### config.mk
export PLATFORM = sky130hd
export DESIGN_NAME = branch_pc_unit
export DESIGN_NICKNAME = d
export VERILOG_FILES = /design/src/rtl/branch_pc_unit.sv
export SDC_FILE = /design/constraint.sdc
export NUM_CORES = 1
export LEC_CHECK = 0
export CORE_ASPECT_RATIO = 0.6
export CORE_MARGIN = 10
export CORE_UTILIZATION = 48
export DETAILED_ROUTE_END_ITERATION = 16
export PLACE_DENSITY_LB_ADDON = 0.2
export SLEW_MARGIN = 25
export SYNTH_ARGS = -nofsm -noshare
export SYNTH_HDL_FRONTEND = slang
export SYNTH_SLANG_ARGS = --single-unit
### constraint.sdc
create_clock -name clk -period 2.37 [get_ports clk]
set_clock_uncertainty 0.05 [all_clocks]
set_input_delay 0.474 -clock clk [delete_from_list [all_inputs] [get_ports clk]]
set_output_delay 0.474 -clock clk [all_outputs]
set_load 0.02 [all_outputs]
### src/rtl/branch_pc_unit.sv
// Registered PC, flag register and return-address stack with condition evaluation.
// Optional BRANCH_SIGNED_CMP_EN selects signed (N^V) less-than instead of the plain sign test.
module branch_pc_unit #(
  parameter int unsigned PC_WIDTH    = 8,
  parameter int unsigned STACK_DEPTH = 4
) (
  input  logic                clk,
  input  logic                rst,
  input  logic                stall,
  input  logic                flags_we,
  input  logic                alu_z,
  input  logic                alu_n,
  input  logic                alu_c,
  input  logic                alu_v,
  input  logic                is_jump,
  input  logic                is_call,
  input  logic                is_ret,
  input  logic [3:0]          jump_cond,
  input  logic [PC_WIDTH-1:0] target,
  output logic [PC_WIDTH-1:0] pc,
  output logic                jump_taken,
  output logic                flag_z,
  output logic                flag_n,
  output logic                flag_c,
  output logic                flag_v,
  output logic                stack_full,
  output logic                stack_empty,
  output logic                stack_err
);

  localparam int unsigned CntW = $clog2(STACK_DEPTH + 1);
  localparam int unsigned PtrW = (STACK_DEPTH > 1) ? $clog2(STACK_DEPTH) : 1;
  localparam logic [CntW-1:0] DepthC = CntW'(STACK_DEPTH);

  typedef enum logic [3:0] {
    CcJmp = 4'b0000,
    CcJeq = 4'b0001,
    CcJne = 4'b0010,
    CcJgt = 4'b0011,
    CcJge = 4'b0100,
    CcJlt = 4'b0101,
    CcJle = 4'b0110,
    CcJcs = 4'b0111,
    CcJvs = 4'b1000
  } cond_e;

  logic [PC_WIDTH-1:0] pc_q, pc_d, pc_inc;
  logic [CntW-1:0]     count_q, count_d, count_m1;
  logic                err_q, err_d;
  logic                z_q, n_q, c_q, v_q;
  logic                push;
  logic                lt;
  logic                cond_met;
  logic [PtrW-1:0]     wr_ptr, rd_ptr;
  logic [PC_WIDTH-1:0] stack_q [STACK_DEPTH];

  assign pc_inc   = pc_q + PC_WIDTH'(1);
  assign count_m1 = count_q - CntW'(1);
  assign wr_ptr   = count_q[PtrW-1:0];
  assign rd_ptr   = count_m1[PtrW-1:0];

  assign stack_full  = (count_q == DepthC);
  assign stack_empty = (count_q == '0);

`ifdef BRANCH_SIGNED_CMP_EN
  assign lt = n_q ^ v_q;
`else
  assign lt = n_q;
`endif

  // Conditions look only at registered flags; a same-cycle flag write is not bypassed.
  always_comb begin
    cond_met = 1'b0;
    case (cond_e'(jump_cond))
      CcJmp:   cond_met = 1'b1;
      CcJeq:   cond_met = z_q;
      CcJne:   cond_met = ~z_q;
      CcJgt:   cond_met = ~lt & ~z_q;
      CcJge:   cond_met = ~lt;
      CcJlt:   cond_met = lt;
      CcJle:   cond_met = lt | z_q;
      CcJcs:   cond_met = c_q;
      CcJvs:   cond_met = v_q;
      default: cond_met = 1'b0;
    endcase
  end

  // Priority ret > call > jump when several are (illegally) asserted together.
  always_comb begin
    pc_d       = pc_q;
    count_d    = count_q;
    err_d      = err_q;
    push       = 1'b0;
    jump_taken = 1'b0;
    if (!stall) begin
      pc_d = pc_inc;
      if (is_ret) begin
        if (stack_empty) begin
          err_d = 1'b1;
        end else begin
          pc_d       = stack_q[rd_ptr];
          count_d    = count_m1;
          jump_taken = 1'b1;
        end
      end else if (is_call) begin
        pc_d       = target;
        jump_taken = 1'b1;
        if (stack_full) begin
          err_d = 1'b1;
        end else begin
          push    = 1'b1;
          count_d = count_q + CntW'(1);
        end
      end else if (is_jump && cond_met) begin
        pc_d       = target;
        jump_taken = 1'b1;
      end
    end
  end

  always_ff @(posedge clk or posedge rst) begin
    if (rst) begin
      pc_q    <= '0;
      count_q <= '0;
      err_q   <= 1'b0;
      z_q     <= 1'b0;
      n_q     <= 1'b0;
      c_q     <= 1'b0;
      v_q     <= 1'b0;
    end else begin
      pc_q    <= pc_d;
      count_q <= count_d;
      err_q   <= err_d;
      if (flags_we && !stall) begin
        z_q <= alu_z;
        n_q <= alu_n;
        c_q <= alu_c;
        v_q <= alu_v;
      end
    end
  end

  // Entries above the count are never read, so the array needs no reset.
  always_ff @(posedge clk) begin
    if (push && !rst) begin
      stack_q[wr_ptr] <= pc_inc;
    end
  end

  assign pc        = pc_q;
  assign flag_z    = z_q;
  assign flag_n    = n_q;
  assign flag_c    = c_q;
  assign flag_v    = v_q;
  assign stack_err = err_q;

endmodule

==> Word-level counts from Yosys, hierarchy flattened <==
Memory sizes are Yosys's and may differ from the RTL's.
Index checks and enable logic that the tools add are counted.
{ "op_classes": {"addsub": 3, "multipliers": 0, "div_mod_pow": 0, "n_lt_le_gt_ge": 0, "eq_ne": 12, "shift": 0, "muxes": 24, "bitwise": 5, "reduce_logical": 11} }
{ "ops": {"columns": ["operator", "count"], "rows": [
  ["8-bit 2-to-1 mux", 4],
  ["4-bit by 3-bit equality test with 1-bit output (second input constant)", 4],
  ["1-bit 2-to-1 mux", 15],
  ["3-bit 2-to-1 mux", 4],
  ["1-bit one-hot mux with 9 select lines", 1],
  ["8-bit by 1-bit adder with 8-bit output (second input constant)", 1],
  ["4-bit by 2-bit equality test with 1-bit output (second input constant)", 2],
  ["4-bit AND reduction", 2],
  ["4-bit by 1-bit equality test with 1-bit output (second input constant)", 1],
  ["4-bit equality test (second input constant)", 1],
  ["4-bit logical NOT", 1],
  ["2-bit != test (second input constant)", 2],
  ["2-bit nonzero test", 2],
  ["3-bit by 1-bit adder with 3-bit output (second input constant)", 1],
  ["3-bit equality test (second input constant)", 1],
  ["1-bit logical AND", 3],
  ["3-bit logical NOT", 1],
  ["1-bit inverter", 3],
  ["3-bit by 1-bit subtractor with 3-bit output (second input constant)", 1],
  ["1-bit logical NOT", 2],
  ["2-bit by 1-bit != test with 1-bit output (second input constant)", 1],
  ["1-bit AND", 1],
  ["1-bit OR", 1]
]} }
{ "totals": {"ff_bits": 16, "latchBits": 0, "ramBits": 32, "romBits": 0, "in_bits": 23, "out_inout_bits": 16, "word_cells": 63, "n_memories": 1} }
{ "memory_table": {"columns": ["memory", "depth", "width", "read_ports", "rd_ports_with_merged_regs", "write_ports", "line_no", "text"], "rows": [
  ["stack_q", 4, 8, 1, 0, 1, "55", "logic [PC_WIDTH-1:0] stack_q [STACK_DEPTH];"]
]} }

==> Logic depth before layout (Yosys ltp) <==
{ "logic_depth": {"depth_word": 8, "ltp_mapped": 10, "depth_no_buf": 9} }

==> Least setup slack after synthesis <==
No wires, ideal clock.
{ "synth_path": {"path_kind": "register -> output", "startpoint": "register count_q[0]", "endpoint": "output port jump_taken", "t_arrival_ns": 1.795, "t_required_ns": 1.846, "setup_slack_ns": 0.051, "stages_incl_launch_ff": 7, "path_buffers": 2, "path_cell_list": "dfrtp_1 buf_4 inv_1 ha_1 ha_1 clkbuf_1 a211oi_2"} }
{ "synth_via": {"elab_chain_cells": 4} }
{ "synth_rtl": {"columns": ["element", "line_no", "text"], "rows": [
  ["start, declared", "48", "logic [CntW-1:0] count_q, count_d, count_m1;"],
  ["start signal, assigned", "132", "count_q <= count_d;"],
  ["3-bit logical NOT", "63", "assign stack_empty = (count_q == '0);"],
  ["via stack_empty", "27", "output logic stack_empty,"],
  ["1-bit 2-to-1 mux", "98", "if (stack_empty) begin"],
  ["1-bit 2-to-1 mux", "97", "if (is_ret) begin"],
  ["1-bit 2-to-1 mux", "95", "if (!stall) begin"],
  ["end, declared", "21", "output logic jump_taken,"]
]} }
The timed path passes the listed nets, and every way through them passes these cells.

==> Final worst setup path <==
{ "layout_path": {"startpoint": "input port jump_cond[0]", "endpoint": "output port jump_taken"} }
{ "layout_via": {"elab_chain_cells": 7, "elab_cells_between_ends": 15, "cone_classes": "eq/ne (8); mux (5); reduce/logical (2)"} }
{ "layout_rtl": {"columns": ["element", "line_no", "text"], "rows": [
  ["start, declared", "18", "input logic [3:0] jump_cond,"],
  ["4-bit equality test (tied with other cells)", "74", "case (cond_e'(jump_cond))"],
  ["1-bit one-hot mux with 9 select lines *", "74", null],
  ["1-bit logical AND *", "114", "end else if (is_jump && cond_met) begin"],
  ["1-bit 2-to-1 mux *", "114", null],
  ["1-bit 2-to-1 mux *", "105", "end else if (is_call) begin"],
  ["1-bit 2-to-1 mux *", "97", null],
  ["1-bit 2-to-1 mux *", "95", null]
]} }
Every way passes the cells marked *; elsewhere a longest branch is shown, timed or not.

==> out/metrics.cfg <==
[yosys]
synth_cells = 203
synth_fa_ha_area_frac = 0.0351
avgSynthCellArea_um2 = 12.3
ys_ff_latch = 48
syn_area_um2 = 2500
synth-compound-area-share = 0.129
synthArstFlopShare = 0.333
synth_ff_type = edfxtp_1
synth-xor-area-share = 0.0245
yosysSeqAreaShare = 0.545
yosysWarnings = 0
syn-num-nets = 233
synthTopCellsByArea = edfxtp_1 (38%), dfrtp_1 (16%), mux4_2 (7.2%)
synth.distinct_cells = 47
synth-simple-area-share = 0.131
yosys-top-cells-count = edfxtp_1 (32), nand2_1 (26), dfrtp_1 (16), o21ai_0 (11), nor2_1 (10)
synth_area_leader_cell = edfxtp_1
synth.most_common_cell = edfxtp_1
synth_edf_count = 32
synth_top_family_by_area = simple AND/OR/NAND/NOR gates
synth_top_area_frac = 0.385
synth_mux_area_frac = 0.110

[flow_run]
max_cap_viol_count = 0

[power]
p_per_area_nw_per_um2 = 1010
power.total_w = 0.00329
p_int_w = 0.00205
pwr-share-seq = 0.386
p_leak_nw = 1.25
netSwitchingFraction = 0.377
p_switching_w = 0.00124
ir_drop_v = 0.000689
combPwrFrac = 0.470
p_clk_frac = 0.144

[clock_network]
h-tree-depth = 2
post_cts_buffers = 0
path_clk_slew_ps = 90
cts_made_buffers = 5
clock-sinks = 48
cts_tree = built
clockBufferDepth = 2
clk_latency_ps = 300
cts-root-buf = clkbuf_8

[die]
io_pins = 39
fp.dieW_um = 113
die_h_um = 75.9
design.core.area_um2 = 5050
die_area_um2 = 8580
core.rowCount = 20
start_util = 0.494

[sta]
max_freq_mhz = 410
min_period_ps = 2440
final-max-slew-violation-count = 0
period_share = 1.03
rsz0062_at_grt = true
finalHoldViolations = 0
setup_ws_ps = -66.5
maxSlewHeadroom = 0.528
finalSetupViolCount = 1
tightest_slew_ps = 707

[run_status]
status = complete, but fails checks
violations = negative setup slack

[route]
drc_errors = 0
drt_iter0_markers = 158
ant_nets = 0
avgRoutedWirePerCell_um = 19.1
drt_wl_total_um = 6360
via_count = 1831
viasPerCell = 5.48
dr.pass1.iters = 4

[grt]
antenna_found_initial = 0
grt_pass1_vias = 1689
grt_pass1_wl_um = 9890
grtUsageTotal = 0.152
grt_start_max_net_pins = 17
grt_overflow = 0

[layout]
drive_above_1_share = 0.224
num_antenna_cells = 0
multiInputGateArea_um2 = 1090
syn2layout_area_growth_pct = 30.7
nets = 297
regArea_um2 = 1360
utilization = 0.646
fillers = 390

[placement]
placement.io_buffers = 38
gp_congestion = 0.869
dpl.hpwl_um = 4830

[worst_hold_path]
min_path_type = register to register

[setup_path]
worst_setup_path_end_kind = output port
critical_path_arrival_ps = 1910
cp_max_fo = 4
worst-setup-path-type = input port to output port
cp.required_ps = 1850
startpoint_type = input port

cell usage in the layout, fill, tap and decap left out, types with 2 or more instances in the layout:
| master | n |
|---|---|
| clkdlybuf4s50_1 | 32 |
| edfxtp_1 | 32 |
| nand2_1 | 26 |
| buf_4 | 22 |
| dfrtp_1 | 16 |
| nor2_1 | 10 |
| o21ai_0 | 10 |
| inv_1 | 8 |
| mux4_2 | 8 |
| a21oi_1 | 7 |
| ha_1 | 7 |
| nand3_1 | 6 |
| mux2i_1 | 5 |
| clkbuf_8 | 5 |
| o211ai_1 | 4 |
| nor2b_1 | 4 |
| mux2_2 | 4 |
| xor2_1 | 4 |
| and2_1 | 4 |
| buf_12 | 4 |
| xnor2_1 | 3 |
| nand2b_1 | 3 |
| o22ai_1 | 3 |
| and3_1 | 3 |
| nand3b_1 | 2 |
| o21ai_1 | 2 |
| clkinvlp_4 | 2 |
| a22oi_1 | 2 |
| a31oi_1 | 2 |
| clkbuf_2 | 2 |
| dlygate4sd2_1 | 2 |
sequential cells by signal (all words and copies together) (netlist names):
name,flops
flag_n,1
count_q,3
stack_err,1
stack_q,32
flag_v,1
flag_z,1
pc,8
flag_c,1
repair_timing:
item                                    4_1_cts  5_1_grt
endpoints found under the setup margin        3        6
hold buffers                                  0        0
gates resized for setup                      12        8
endpoints found under the hold margin         0        0
pin swaps                                     2        4
metrics by stage:
stage / setup slack, ps / hold WS (ps) / area [µm²] / cells / TNS, ps
floorplan: 51.5 / 338 / 2500 / 203 / 0
global placement: -758 / 413 / 3170 / 326 / -2020
detailed placement: -812 / 420 / 3170 / 326 / -3340
CTS: -99.2 / 447 / 3260 / 334 / -99.2
global route: -128 / 459 / 3260 / 334 / -128
finish: -66.5 / 447 / 3260 / 334 / -66.5
worst max-delay path, stage by stage:
cell and delay, ps:
dlygate4sd2_1 280, buf_4 160, nand3b_1 80, o21ai_0 100
a21oi_2 220, a21oi_4 80, nor2b_4 130, a211oi_2 200
buf_4 170
layout make-up:
class / instances / area share
clock inverters: 2 / 0.00345
clock buffers: 6 / 0.0222
inverters: 9 / 0.0115
repair buffers: 63 / 0.185
multi-input cells: 140 / 0.336
flip-flops and latches: 48 / 0.417
well taps: 66 / 0.0253
cells by family after synthesis:
kind of cell / after synthesis
buffers and inverters: 15
adders and majority gates: 7
DFF: 48
and+or+nand+nor: 66
AOI/OAI and AO/OA: 43
xor gates and xnor gates: 7
muxes: 17
routing by layer:
metal / GRT usage / part of all wire / vias up
met1: 0.223 / 0.50 / 870
met3: 0.0354 / 0.066 / 11
li1: - / - / 887
met5: 0 / 0 / -
met2: 0.216 / 0.42 / 63
met4: 0.0434 / 0.013 / 0
power groups by stage:
stage	clock (W)	sequential [W]	combinational (W)
after detailed placement	0	0.00129	0.00155
after CTS	0.000481	0.00127	0.00155
final	0.000473	0.00127	0.00155
after global routing	0.000519	0.00129	0.00169
after global placement	0	0.00129	0.00153
after floorplan	0	0.00135	0.000880
worst paths after layout:
check / start / end / slack, ps / depth (start not counted)
setup / recovery: jump_cond[0] / jump_taken / -70 / 9
hold reg to reg: stack_err$_DFFE_PP0P_ / stack_err$_DFFE_PP0P_ / 450 / 1
min in group asynchronous: rst / count_q[0]$_DFFE_PP0P_ / 600 / 2
setup reg to reg: count_q[1]$_DFFE_PP0P_ / pc[2]$_DFFE_PP0N_ / 240 / 10
max in group asynchronous: rst / pc[0]$_DFFE_PP0N_ / 1230 / 2
hold / removal: stack_err$_DFFE_PP0P_ / stack_err$_DFFE_PP0P_ / 450 / 1
Note: power is estimated with default switching activity, not from simulation.
